## src/rtl/alu_datapath_pkg.sv

```systemverilog
// Shared definitions for the ALU datapath: operation encoding, bus-source encoding
// and the default data width. Optional divider is enabled by ALU_DATAPATH_DIV_EN.
package alu_datapath_pkg;

    localparam int DEFAULT_WIDTH = 8;

    typedef enum logic [2:0] {
        OP_NONE = 3'd0,
        OP_ADD  = 3'd1,
        OP_SUB  = 3'd2,
        OP_MUL  = 3'd3,
        OP_DIV  = 3'd4
    } alu_op_e;

    typedef enum logic [2:0] {
        SRC_NONE = 3'd0,
        SRC_R1   = 3'd1,
        SRC_R2   = 3'd2,
        SRC_Z    = 3'd3,
        SRC_EXT  = 3'd4
    } bus_src_e;

    // Highest-priority operation wins when the control unit raises several selects.
    function automatic alu_op_e decode_op(input logic sel_add, input logic sel_sub,
                                          input logic sel_mul, input logic sel_div);
        if (sel_div)      return OP_DIV;
        else if (sel_mul) return OP_MUL;
        else if (sel_sub) return OP_SUB;
        else if (sel_add) return OP_ADD;
        else              return OP_NONE;
    endfunction

    function automatic bus_src_e select_src(input logic sel_r1, input logic sel_r2,
                                            input logic sel_z, input logic sel_ext);
        if (sel_r1)       return SRC_R1;
        else if (sel_r2)  return SRC_R2;
        else if (sel_z)   return SRC_Z;
        else if (sel_ext) return SRC_EXT;
        else              return SRC_NONE;
    endfunction

    function automatic logic multi_select(input logic [3:0] sel);
        return ((sel & (sel - 4'd1)) != 4'd0);
    endfunction

endpackage

```

## src/rtl/alu_datapath_divider.sv

```systemverilog
// Iterative restoring divider: one quotient bit per cycle, WIDTH cycles per divide.
// finish is high during the last busy cycle, when quotient/div_zero hold the result.
module alu_divider
    import alu_datapath_pkg::*;
#(
    parameter int WIDTH = DEFAULT_WIDTH
) (
    input  logic             clk,
    input  logic             rst_n,
    input  logic             start,
    input  logic [WIDTH-1:0] a,
    input  logic [WIDTH-1:0] b,
    output logic             busy,
    output logic             finish,
    output logic [WIDTH-1:0] quotient,
    output logic             div_zero
);

    localparam int CW = $clog2(WIDTH + 1);

    logic [WIDTH-1:0] rem_reg;
    logic [WIDTH-1:0] dvd_reg;
    logic [WIDTH-1:0] dvs_reg;
    logic [CW-1:0]    count_reg;
    logic             busy_reg;

    logic [WIDTH:0]   shifted;
    logic [WIDTH:0]   trial;
    logic             qbit;
    logic [WIDTH-1:0] rem_next;

    // A zero divisor always "fits", which yields the all-ones quotient for free.
    always_comb begin
        shifted  = {rem_reg, dvd_reg[WIDTH-1]};
        trial    = shifted - {1'b0, dvs_reg};
        qbit     = (shifted >= {1'b0, dvs_reg});
        rem_next = qbit ? trial[WIDTH-1:0] : shifted[WIDTH-1:0];
    end

    assign busy     = busy_reg;
    assign finish   = busy_reg && (count_reg == CW'(WIDTH - 1));
    assign quotient = {dvd_reg[WIDTH-2:0], qbit};
    assign div_zero = (dvs_reg == '0);

    always_ff @(posedge clk or negedge rst_n) begin
        if (!rst_n) begin
            rem_reg   <= '0;
            dvd_reg   <= '0;
            dvs_reg   <= '0;
            count_reg <= '0;
            busy_reg  <= 1'b0;
        end else if (start && !busy_reg) begin
            rem_reg   <= '0;
            dvd_reg   <= a;
            dvs_reg   <= b;
            count_reg <= '0;
            busy_reg  <= 1'b1;
        end else if (busy_reg) begin
            rem_reg   <= rem_next;
            dvd_reg   <= quotient;
            count_reg <= count_reg + CW'(1);
            if (finish) begin
                busy_reg <= 1'b0;
            end
        end
    end

endmodule

```

## src/rtl/alu_datapath.sv

```systemverilog
// Bus-based register/ALU datapath driven by an external control unit.
// Define ALU_DATAPATH_DIV_EN to build the iterative divider; otherwise Div is illegal.
module alu_datapath
    import alu_datapath_pkg::*;
#(
    parameter int WIDTH = DEFAULT_WIDTH
) (
    input  logic             Clock,
    input  logic             Resetn,
    input  logic             R1in,
    input  logic             R2in,
    input  logic             Yin,
    input  logic             Zin,
    input  logic             R1out,
    input  logic             R2out,
    input  logic             Zout,
    input  logic             Add,
    input  logic             Sub,
    input  logic             Mul,
    input  logic             Div,
    input  logic             SelectY,
    input  logic             ExtIn,
    input  logic [WIDTH-1:0] ExtData,
    output logic [WIDTH-1:0] Bus,
    output logic             Done,
    output logic             Busy,
    output logic             OpError,
    output logic             DivZero
);

    logic [WIDTH-1:0] r1_reg;
    logic [WIDTH-1:0] r2_reg;
    logic [WIDTH-1:0] y_reg;
    logic [WIDTH-1:0] z_reg;
    logic             done_reg;
    logic             operror_reg;

    bus_src_e         bus_src;
    alu_op_e          op;
    logic             multi;
    logic [WIDTH-1:0] operand_a;
    logic [WIDTH-1:0] alu_result;
    logic             issue;

    logic             div_busy;
    logic             div_finish;
    logic [WIDTH-1:0] div_quotient;
    logic             z_load_alu;
    logic             op_illegal;

    assign bus_src   = select_src(R1out, R2out, Zout, ExtIn);
    assign op        = decode_op(Add, Sub, Mul, Div);
    assign multi     = multi_select({Add, Sub, Mul, Div});
    assign operand_a = SelectY ? y_reg : '0;
    assign issue     = Zin && !div_busy;

    always_comb begin
        Bus = '0;
        case (bus_src)
            SRC_R1:  Bus = r1_reg;
            SRC_R2:  Bus = r2_reg;
            SRC_Z:   Bus = z_reg;
            SRC_EXT: Bus = ExtData;
            default: Bus = '0;
        endcase
    end

    // OP_DIV only reaches this mux when the divider is not built, and then yields zero.
    always_comb begin
        alu_result = operand_a;
        case (op)
            OP_ADD:  alu_result = operand_a + Bus;
            OP_SUB:  alu_result = operand_a - Bus;
            OP_MUL:  alu_result = operand_a * Bus;
            OP_DIV:  alu_result = '0;
            default: alu_result = operand_a;
        endcase
    end

`ifdef ALU_DATAPATH_DIV_EN
    logic div_zero;
    logic divzero_reg;

    alu_divider #(
        .WIDTH(WIDTH)
    ) u_divider (
        .clk     (Clock),
        .rst_n   (Resetn),
        .start   (issue && (op == OP_DIV)),
        .a       (operand_a),
        .b       (Bus),
        .busy    (div_busy),
        .finish  (div_finish),
        .quotient(div_quotient),
        .div_zero(div_zero)
    );

    assign z_load_alu = issue && (op != OP_DIV);
    assign op_illegal = issue && multi;

    always_ff @(posedge Clock or negedge Resetn) begin
        if (!Resetn) begin
            divzero_reg <= 1'b0;
        end else if (div_finish && div_zero) begin
            divzero_reg <= 1'b1;
        end
    end

    assign DivZero = divzero_reg;
`else
    assign div_busy     = 1'b0;
    assign div_finish   = 1'b0;
    assign div_quotient = '0;
    assign z_load_alu   = issue;
    assign op_illegal   = issue && (multi || (op == OP_DIV));
    assign DivZero      = 1'b0;
`endif

    always_ff @(posedge Clock or negedge Resetn) begin
        if (!Resetn) begin
            r1_reg      <= '0;
            r2_reg      <= '0;
            y_reg       <= '0;
            z_reg       <= '0;
            done_reg    <= 1'b0;
            operror_reg <= 1'b0;
        end else begin
            if (R1in) r1_reg <= Bus;
            if (R2in) r2_reg <= Bus;
            if (Yin)  y_reg  <= Bus;
            if (div_finish) begin
                z_reg <= div_quotient;
            end else if (z_load_alu) begin
                z_reg <= alu_result;
            end
            done_reg <= div_finish || z_load_alu;
            if (op_illegal) begin
                operror_reg <= 1'b1;
            end
        end
    end

    assign Done    = done_reg;
    assign Busy    = div_busy;
    assign OpError = operror_reg;

endmodule

```

## config.mk

```make
export PLATFORM = sky130hd
export DESIGN_NAME = alu_datapath
export DESIGN_NICKNAME = d
export VERILOG_FILES = /design/src/rtl/alu_datapath_pkg.sv /design/src/rtl/alu_datapath_divider.sv /design/src/rtl/alu_datapath.sv
export SDC_FILE = /design/constraint.sdc
export NUM_CORES = 1
export LEC_CHECK = 0
export ABC_AREA = 1
export ABC_CLOCK_PERIOD_IN_PS = 5600
export BUFFER_PORTS_ARGS = -buffer_cell sky130_fd_sc_hd__buf_2
export CORE_MARGIN = 5
export CORE_UTILIZATION = 60
export DETAILED_ROUTE_END_ITERATION = 7
export PLACE_DENSITY = 0.81
export SYNTH_ARGS = -nofsm -noshare
export SYNTH_HDL_FRONTEND = slang
export SYNTH_SLANG_ARGS = --single-unit
```

## constraint.sdc

```tcl
create_clock -name Clock -period 5.6 [get_ports Clock]
set_clock_uncertainty 0.05 [all_clocks]
set_input_delay 0.84 -clock Clock [delete_from_list [all_inputs] [get_ports Clock]]
set_output_delay 0.84 -clock Clock [all_outputs]
set_load 0.05 [all_outputs]
```

==> results of run 1 <==
## report_power, final
part	switching, mW	total, mW	internal (mW)
registers	0.0276	0.313	0.286
logic	0.294	0.426	0.132
clock network	0.0908	0.224	0.133
total	0.412	0.963	0.550
## logic make-up after synthesis
family,count (synthesis),share of synthesized area (%)
other,1,0.109
multiplexers,1,0.292
XOR/XNOR,9,2.30
AND/OR/NAND/NOR,241,32.9
adder cells (fa/ha/maj),38,16.7
AO/OA/AOI/OAI,57,9.04
flip-flops,34,24.8
buffers and inverters,114,13.9
## metal layers
layer	up-vias	global-route usage, %	share of wire, %
li1	1589	-	-
met1	1518	34.5	44
met2	160	39.5	45
met3	18	4.23	9.4
met4	0	8.63	1.8
met5	-	0	0
## final cells by class
cell class | count | area [um2]
well taps | 72 | 90.1
multi-input cells | 348 | 2110
flip-flops and latches | 34 | 851
clock buffers | 6 | 72.6
repair buffers | 33 | 168
fillers | 485 | 1830
clock inverters | 2 | 37.5
inverters | 101 | 382
## metrics by stage
| stage | hold slack [ps] | worst slack (ps) | cell area (um2) | utilization [%] | power (mW) |
|---|---|---|---|---|---|
| finish | 441 | 345 | 3710 | 66.9 | 0.963 |
| global route | 462 | 41.6 | 3710 | 66.9 | 1.03 |
| CTS | 443 | 365 | 3710 | 66.9 | 0.956 |
| detailed placement | 425 | 61.9 | 3600 | 65.0 | 0.734 |
| global placement | 408 | 320 | 3600 | 65.0 | 0.721 |
| floorplan | 399 | 185 | 3440 | - | 0.630 |
## final timing paths
kind | from | to | cells past startpoint
setup / recovery | R1out | z_reg[7] | 29
setup reg to reg | z_reg[3] | z_reg[7] | 27
hold / removal | y_reg[2] | y_reg[2] | 2
hold reg to reg | y_reg[2] | y_reg[2] | 2
min in group asynchronous | Resetn | r1_reg[5] | 1
max in group asynchronous | Resetn | z_reg[5] | 1
## layout by cell type, fill, tap and decap left out, types with 2 or more instances in the layout
| cell type | Yosys | routed |
|---|---|---|
| a21oi_1 | 12 | 12 |
| buf_2 | 2 | 32 |
| xor2_1 | 7 | 7 |
| nand3_2 | 12 | 12 |
| nand3b_1 | 2 | 2 |
| nor2_2 | 4 | 4 |
| nand2_1 | 164 | 164 |
| ha_1 | 25 | 25 |
| inv_2 | 2 | 2 |
| dfrtp_1 | 34 | 34 |
| clkbuf_8 | 0 | 5 |
| a221oi_1 | 2 | 2 |
| clkinv_1 | 4 | 4 |
| conb_1 | 1 | 2 |
| a31oi_1 | 2 | 2 |
| fa_1 | 13 | 13 |
| inv_1 | 94 | 94 |
| nand3_1 | 24 | 24 |
| nor2_8 | 2 | 2 |
| xnor2_1 | 2 | 2 |
| o21ai_0 | 36 | 36 |
| nand4_1 | 7 | 7 |
| nor2_4 | 3 | 3 |
| nor2_1 | 18 | 18 |
## cell usage after synthesis (3+ instances only)
library cell	n
a21oi_1	12
buf_1	3
buf_6	5
clkinv_1	4
dfrtp_1	34
fa_1	13
ha_1	25
inv_1	94
nand2_1	164
nand3_1	24
nand3_2	12
nand4_1	7
nor2_1	18
nor2_2	4
nor2_4	3
o21ai_0	36
xor2_1	7
## worst register-to-register path, stage by stage, from the launching register on
cell and delay, ps:
dfrtp_1 380, nand4_1 100, nand2_1 120, nor2_4 70, inv_1 150, nand2_1 100, fa_1 430, fa_1 540
inv_1 50, fa_1 470, inv_1 60, fa_1 530, inv_1 40, ha_1 330, a21oi_1 170, nand2_1 90
nand3b_1 190, nand2_1 90, nand3_1 80, nand2_1 70, nand2_1 50, nand2_1 70, inv_1 40, nand2_1 60
nand3_1 60, nand2_1 80, nand2_1 50, nand2_1 50
==> impl_metrics.yaml, run 1 <==
worst_setup_path:
  worstPathRequired_ps: 5770
  worstSetupPathType: "input port to flip-flop"
  crit_path_start_kind: "input port"
  cpMostUsedCell: "nand2_1"
  critPathMaxFanout: 14
  cp_slowest_stage_delay_ps: 540
  r2r_slack_ps: 970
  worst_ep_arrival_time_ps: 5430
  worst-path-buf-inv: 7
  critPathSlowestCell: "fa_1"
  end_kind: "flip-flop"
  critPathTopFamily: "adder cells"
drt:
  drc: 0
  finalWirelength_um: 8660
  drt_iter0_drc: 238
  vias_per_cell: 5.51
  wl_per_cell_um: 14.5
  vias: 3285
  firstDrtPassIters: 7
  final_antenna_net_count: 0
layout:
  drive_above_1_share_pct: 13.0
  layoutNonFillerInstCount: 596
  nets: 584
  antenna_cells: 0
  area_growth_pct: 8.02
clocking:
  clock_path_buffers: 2
  cts_sinks: 34
  cts_tree: "built"
  cts_resized: 0
  holdBufCountCts: 0
  numCtsBuffers: 5
  cts_max_level: 2
  clock-root-buffer: "clkbuf_8"
  postCtsSetupBuffers: 0
  clk_pin_slew_worst_paths_ps: 70
  clk_latency_ps: 290
synthesis:
  synth_edf_count: 0
  synth_top_area_share_pct: 24.8
  synth_area_leaders: "dfrtp_1 (25%), nand2_1 (18%), inv_1 (10%)"
  synthCells: 495
  ys.flop_type: "dfrtp_1"
  ys_warn_count: 0
  ys_seq_area_share_pct: 24.8
  async_reset_ff_share_pct: 100
  synth_area_per_cell_um2: 6.94
  synth_seq_cells: 34
  yosysTopAreaCell: "dfrtp_1"
  synth_cell_types: 39
  netlist_area_mm2: 0.00343
min_path:
  hold_class: "flip-flop to flip-flop"
floorplanning:
  fp.dieW_um: 85.6
  coreArea_mm2: 0.00554
  ios: 35
  dieArea_mm2: 0.00734
  die_h_um: 85.6
  rows: 27
  start_util_pct: 62.0
flow_run:
  maxCapViolCount: 0
timing:
  timing.final.hold_violations: 0
  fin_tns_setup_ps: 0
  slew_headroom_pct: 49.7
  final.period_utilization_pct: 93.8
  worstMarginPinSlew_ps: 755
  finalSetupViolations: 0
  layout_min_cycle_time_ps: 5260
  slew_viol_final: 0
  max_freq_mhz: 190
  rsz0062_at_grt: "false"
outcome:
  status: "finished, final reports clean"
grt:
  grt_pass1_wl_um: 14500
  grt_max_degree: 35
  grt_usage_pct: 25.0
  antenna_found_initial: 0
  grt_pass1_vias: 3101
  overflow: 0
power_and_ir_drop:
  power_density_mw_per_mm2: 260
  peakVddDrop_mv: 0.234
  p_leak_nw: 2.26
placement:
  port_buffers: 32
  place_congestion: 0.974
  dp_cells: 588
  dpl.hpwl_um: 6860
Note: power is estimated with default switching activity, not from simulation.
==> run 2: changes to the inputs <==
--- a/config.mk
+++ b/config.mk
@@ -9,9 +9,9 @@
 export ABC_CLOCK_PERIOD_IN_PS = 5600
 export BUFFER_PORTS_ARGS = -buffer_cell sky130_fd_sc_hd__buf_2
 export CORE_MARGIN = 5
-export CORE_UTILIZATION = 60
+export CORE_UTILIZATION = 55
 export DETAILED_ROUTE_END_ITERATION = 7
-export PLACE_DENSITY = 0.81
+export PLACE_DENSITY = 0.75
 export SYNTH_ARGS = -nofsm -noshare
 export SYNTH_HDL_FRONTEND = slang
 export SYNTH_SLANG_ARGS = --single-unit
==> run 2 against run 1 <==
Effect of this change: register-to-register slack better by 120 ps; final area is 0.30% higher; critical path depth fell by 1; global-route usage shrank 1.5 points; wire length decreased by 1.5%; largest power group unchanged; die area grew 8.0%; flip-flop and latch count is the same; combinational power is essentially flat.
==> impl_metrics.yaml, run 2 (synthesized netlist as in run 1, its figures left out) <==
timing:
  layout_min_cycle_time_ps: 5150
  final.period_utilization_pct: 92.0
  worstMarginPinSlew_ps: 747
  slew_headroom_pct: 50.2
  rsz0062_at_grt: "false"
  fin_tns_setup_ps: 0
  slew_viol_final: 0
  timing.final.hold_violations: 0
  max_freq_mhz: 194
  finalSetupViolations: 0
clocking:
  cts_sinks: 34
  clk_pin_slew_worst_paths_ps: 70
  holdBufCountCts: 0
  cts_resized: 0
  clock-root-buffer: "clkbuf_8"
  postCtsSetupBuffers: 0
  clock_path_buffers: 2
  numCtsBuffers: 5
  cts_max_level: 2
  clk_latency_ps: 290
  cts_tree: "built"
grt:
  grt-busiest-layer: "met2"
  use_met1_pct: 33.8
  met2_usage_pct: 35.9
  grt_pass1_vias: 2918
  grt_pass1_wl_um: 14200
  antenna_found_initial: 0
  grt_max_degree: 35
  grt_usage_pct: 23.5
  grtUsageMet3_pct: 4.79
  overflow: 0
placement:
  dpl.hpwl_um: 6890
  port_buffers: 32
  dpl_cell_area_mm2: 0.00362
  place_congestion: 0.907
drt:
  drc: 0
  final_antenna_net_count: 0
  vias: 3185
  drt_iter0_drc: 255
  finalWirelength_um: 8530
  wl_per_cell_um: 14.2
  vias_per_cell: 5.29
  firstDrtPassIters: 5
layout:
  final_common_cell: "nand2_1"
  area_growth_pct: 8.35
  nets: 587
  finalInstanceArea_mm2: 0.00372
  antenna_cells: 0
  drive_above_1_share_pct: 13.7
  fill_cells: 577
  layout_common_cells: "nand2_1 (164), inv_1 (94), o21ai_0 (36)"
floorplanning:
  ios: 35
  dieArea_mm2: 0.00792
  fp.dieW_um: 89.0
  die_h_um: 89.0
  start_util_pct: 57.3
  coreArea_mm2: 0.00599
  rows: 28
min_path:
  hold_class: "flip-flop to flip-flop"
worst_setup_path:
  worstSetupPathType: "input port to flip-flop"
  crit_path_start_kind: "input port"
  cp_slowest_stage_delay_ps: 540
  critPathMaxFanout: 14
  worstPathRequired_ps: 5730
  cpMostUsedCell: "nand2_1"
  critPathSlowestCell: "fa_1"
  worst_ep_arrival_time_ps: 5290
  end_kind: "flip-flop"
power_and_ir_drop:
  p_leak_nw: 2.27
  peakVddDrop_mv: 0.170
  power_density_mw_per_mm2: 249
outcome:
  status: "finished, final reports clean"
flow_run:
  maxCapViolCount: 0
==> run 2: worst paths after layout <==
path / start / end / slack (ps) / depth (start not counted)
setup reg to reg: z_reg[3] / z_reg[7] / 1090 / 26
setup / recovery: R1out / z_reg[7] / 450 / 28
hold reg to reg: r2_reg[1] / r2_reg[1] / 440 / 2
max in group asynchronous: Resetn / r2_reg[6] / 4460 / 1
min in group asynchronous: Resetn / r1_reg[5] / 560 / 1
hold / removal: r2_reg[1] / r2_reg[1] / 440 / 2
==> run 2: area by class of cell <==
type	count	area [um2]	share of cell area (%)
Clock buffer	6	82.6	2.22
Tap cell	75	93.8	2.52
Multi-Input combinational cell	348	2110	56.7
Timing Repair Buffer	36	190	5.11
Clock inverter	2	12.5	0.336
Inverter	101	382	10.3
Sequential cell	34	851	22.9
==> run 2: worst max-delay path: cells and delay by family <==
kind / cells / cell delay (ps)
AND/OR/NAND/NOR: 16 / 1280
AO/OA/AOI/OAI: 1 / 140
adder cells (fa/ha/maj): 5 / 2300
buffers and inverters: 6 / 730
==> run 2: stage by stage <==
step | setup WS [ps] | hold WS (ps) | instances | total power [mW] | utilization (%)
6_report | 447 | 439 | 602 | 0.926 | 62.1
5_1_grt | 34.5 | 474 | 602 | 0.998 | 62.1
4_1_cts | 441 | 441 | 602 | 0.924 | 62.1
3_5_place_dp | 127 | 424 | 594 | 0.735 | 60.5
3_3_place_gp | 306 | 409 | 594 | 0.728 | 60.5
2_1_floorplan | 185 | 399 | 496 | 0.630 | -
==> run 2: metal layers <==
metal,up-vias,share of wire (%)
met2,109,44
li1,1596,-
met4,0,2.1
met3,17,6.8
met1,1463,47
met5,-,0
==> run 2: where the power goes <==
group          total (mW)  internal (mW)  switching [mW]  leakage, nW
registers           0.313          0.286          0.0271        0.445
logic               0.423          0.135           0.288         1.78
clock network       0.191         0.0988          0.0920       0.0472
total               0.926          0.519           0.407         2.27
==> run 3: changes to the inputs <==
--- a/config.mk
+++ b/config.mk
@@ -6,12 +6,13 @@
 export NUM_CORES = 1
 export LEC_CHECK = 0
 export ABC_AREA = 1
-export ABC_CLOCK_PERIOD_IN_PS = 5600
+export ABC_CLOCK_PERIOD_IN_PS = 5700
 export BUFFER_PORTS_ARGS = -buffer_cell sky130_fd_sc_hd__buf_2
 export CORE_MARGIN = 5
 export CORE_UTILIZATION = 55
 export DETAILED_ROUTE_END_ITERATION = 7
 export PLACE_DENSITY = 0.75
+export RECOVER_POWER = 100
 export SYNTH_ARGS = -nofsm -noshare
 export SYNTH_HDL_FRONTEND = slang
 export SYNTH_SLANG_ARGS = --single-unit
==> constraint.sdc (replaced) <==
create_clock -name Clock -period 5.7 [get_ports Clock]
set_clock_uncertainty 0.05 [all_clocks]
set_input_delay 0.855 -clock Clock [delete_from_list [all_inputs] [get_ports Clock]]
set_output_delay 0.855 -clock Clock [all_outputs]
set_load 0.1 [all_outputs]
==> run 3 against run 2 <==
Effect of this change: total power is 2.2% higher; first-iteration DRC count fell by 17%; worst hold slack improved by 2.2 ps; die area unchanged; setup slack improved by 120 ps; count of clock-buffer cells in the layout unchanged; the run now ends with max-capacitance violations, max-slew violations left; core utilization down 1.0 points; critical endpoint unchanged; cell count fell by 0.33%.
==> impl_metrics.yaml, run 3 (synthesized netlist as in run 1, its figures left out) <==
layout:
  layoutNonFillerInstCount: 600
  final_common_cell: "nand2_1"
  antenna_cells: 0
  drive_above_1_share_pct: 9.71
  utilization_pct: 61.1
  nets: 585
  area_growth_pct: 6.60
  layout_common_cells: "nand2_1 (164), inv_1 (93), o21ai_0 (36)"
worst_setup_path:
  worstSetupPathType: "input port to flip-flop"
  worst_ep_arrival_time_ps: 5280
  cp_slowest_stage_delay_ps: 540
  worstPathRequired_ps: 5840
  crit_path_start_kind: "input port"
  r2r_cells: 26
  end_kind: "flip-flop"
  cpMostUsedCell: "nand2_1"
  critPathSlowestCell: "fa_1"
  critPathMaxFanout: 14
grt:
  grt_pass1_wl_um: 14600
  overflow: 0
  grt_pass1_vias: 3078
  grt_usage_pct: 24.0
  grt_max_degree: 35
  antenna_found_initial: 0
timing:
  max_freq_mhz: 195
  slew_viol_final: 35
  rsz0062_at_grt: "false"
  slew_headroom_pct: -19.5
  finalSetupViolations: 0
  fin_tns_setup_ps: 0
  worstMarginPinSlew_ps: 1790
  final.period_utilization_pct: 90.1
  layout_min_cycle_time_ps: 5130
  timing.final.hold_violations: 0
  holdWs_ps: 441
power_and_ir_drop:
  p_leak_nw: 2.19
  peakVddDrop_mv: 0.214
  p_total_mw: 0.946
  power_density_mw_per_mm2: 259
floorplanning:
  start_util_pct: 57.3
  dieArea_mm2: 0.00792
  die_h_um: 89.0
  rows: 28
  ios: 35
  fp.dieW_um: 89.0
  coreArea_mm2: 0.00599
drt:
  vias_per_cell: 5.34
  finalWirelength_um: 8530
  firstDrtPassIters: 5
  drc: 0
  drt_iter0_drc: 211
  final_antenna_net_count: 0
  wl_per_cell_um: 14.2
  vias: 3202
min_path:
  holdPathStages: 2
  hold_class: "flip-flop to flip-flop"
outcome:
  violations: "max-capacitance violations, max-slew violations"
  status: "finished, violations left"
clocking:
  clk_pin_slew_worst_paths_ps: 70
  clk_latency_ps: 300
  postCtsSetupBuffers: 0
  cts_sinks: 34
  clock-root-buffer: "clkbuf_8"
  cts_max_level: 2
  holdBufCountCts: 0
  numCtsBuffers: 5
  cts_tree: "built"
  cts_resized: 0
  clock_path_buffers: 2
placement:
  place_congestion: 0.916
  dpl.hpwl_um: 6780
  dp_cells: 592
  port_buffers: 32
flow_run:
  maxCapViolCount: 1
## run 3: cell count changes in the layout (fill, tap and decap cells not counted)
cell,change
buf_2,-12
buf_4,-2
clkbuf_1,+12
clkinvlp_4,+1
inv_1,-1
nand3_1,+2
nand3_2,-2
nand4_1,+1
nand4_2,-1
nor2_1,+5
nor2_2,-4
nor2_4,-1
## run 3: stage by stage
stage          instance area [um2]  setup WS (ps)
3_5_place_dp                  3610            239
6_report                      3660            566
2_1_floorplan                 3440            265
4_1_cts                       3710            559
5_1_grt                       3660            129
3_3_place_gp                  3610            338
## run 3: worst paths after layout
check                          start         to  slack, ps
max                            R1out   z_reg[7]        570
min                         y_reg[2]   y_reg[2]        440
max reg2reg                r1_reg[3]   z_reg[7]       1200
min reg2reg                 y_reg[2]   y_reg[2]        440
max in group asynchronous     Resetn   z_reg[2]       3590
min in group asynchronous     Resetn  r1_reg[0]        980
## run 3: area by class of cell
class | instances | area [um2]
Fill cell | 576 | 2330
Multi-Input combinational cell | 348 | 2070
Sequential cell | 34 | 851
Inverter | 101 | 385
Timing Repair Buffer | 34 | 160
Tap cell | 75 | 93.8
Clock buffer | 6 | 82.6
Clock inverter | 2 | 12.5
## run 3: power breakdown
| part | total (mW) | switching [mW] | internal, mW |
|---|---|---|---|
| Combinational | 0.449 | 0.324 | 0.125 |
| Clock | 0.190 | 0.0929 | 0.0970 |
| Sequential | 0.307 | 0.0267 | 0.281 |
| Total | 0.946 | 0.444 | 0.503 |
## run 3: critical path, delay by kind of cell
kind / cells / cell delay [ps]
and+or+nand+nor: 15 / 1380
AOI/OAI and AO/OA: 1 / 130
buffers and inverters: 7 / 860
adders and majority gates: 5 / 2050
## run 3: routing by layer
metal | wire length (um) | global-route usage [%]
met1 | 3950 | 34.1
met4 | 115 | 5.14
met2 | 3830 | 38.3
met3 | 631 | 4.42
met5 | 0 | 0
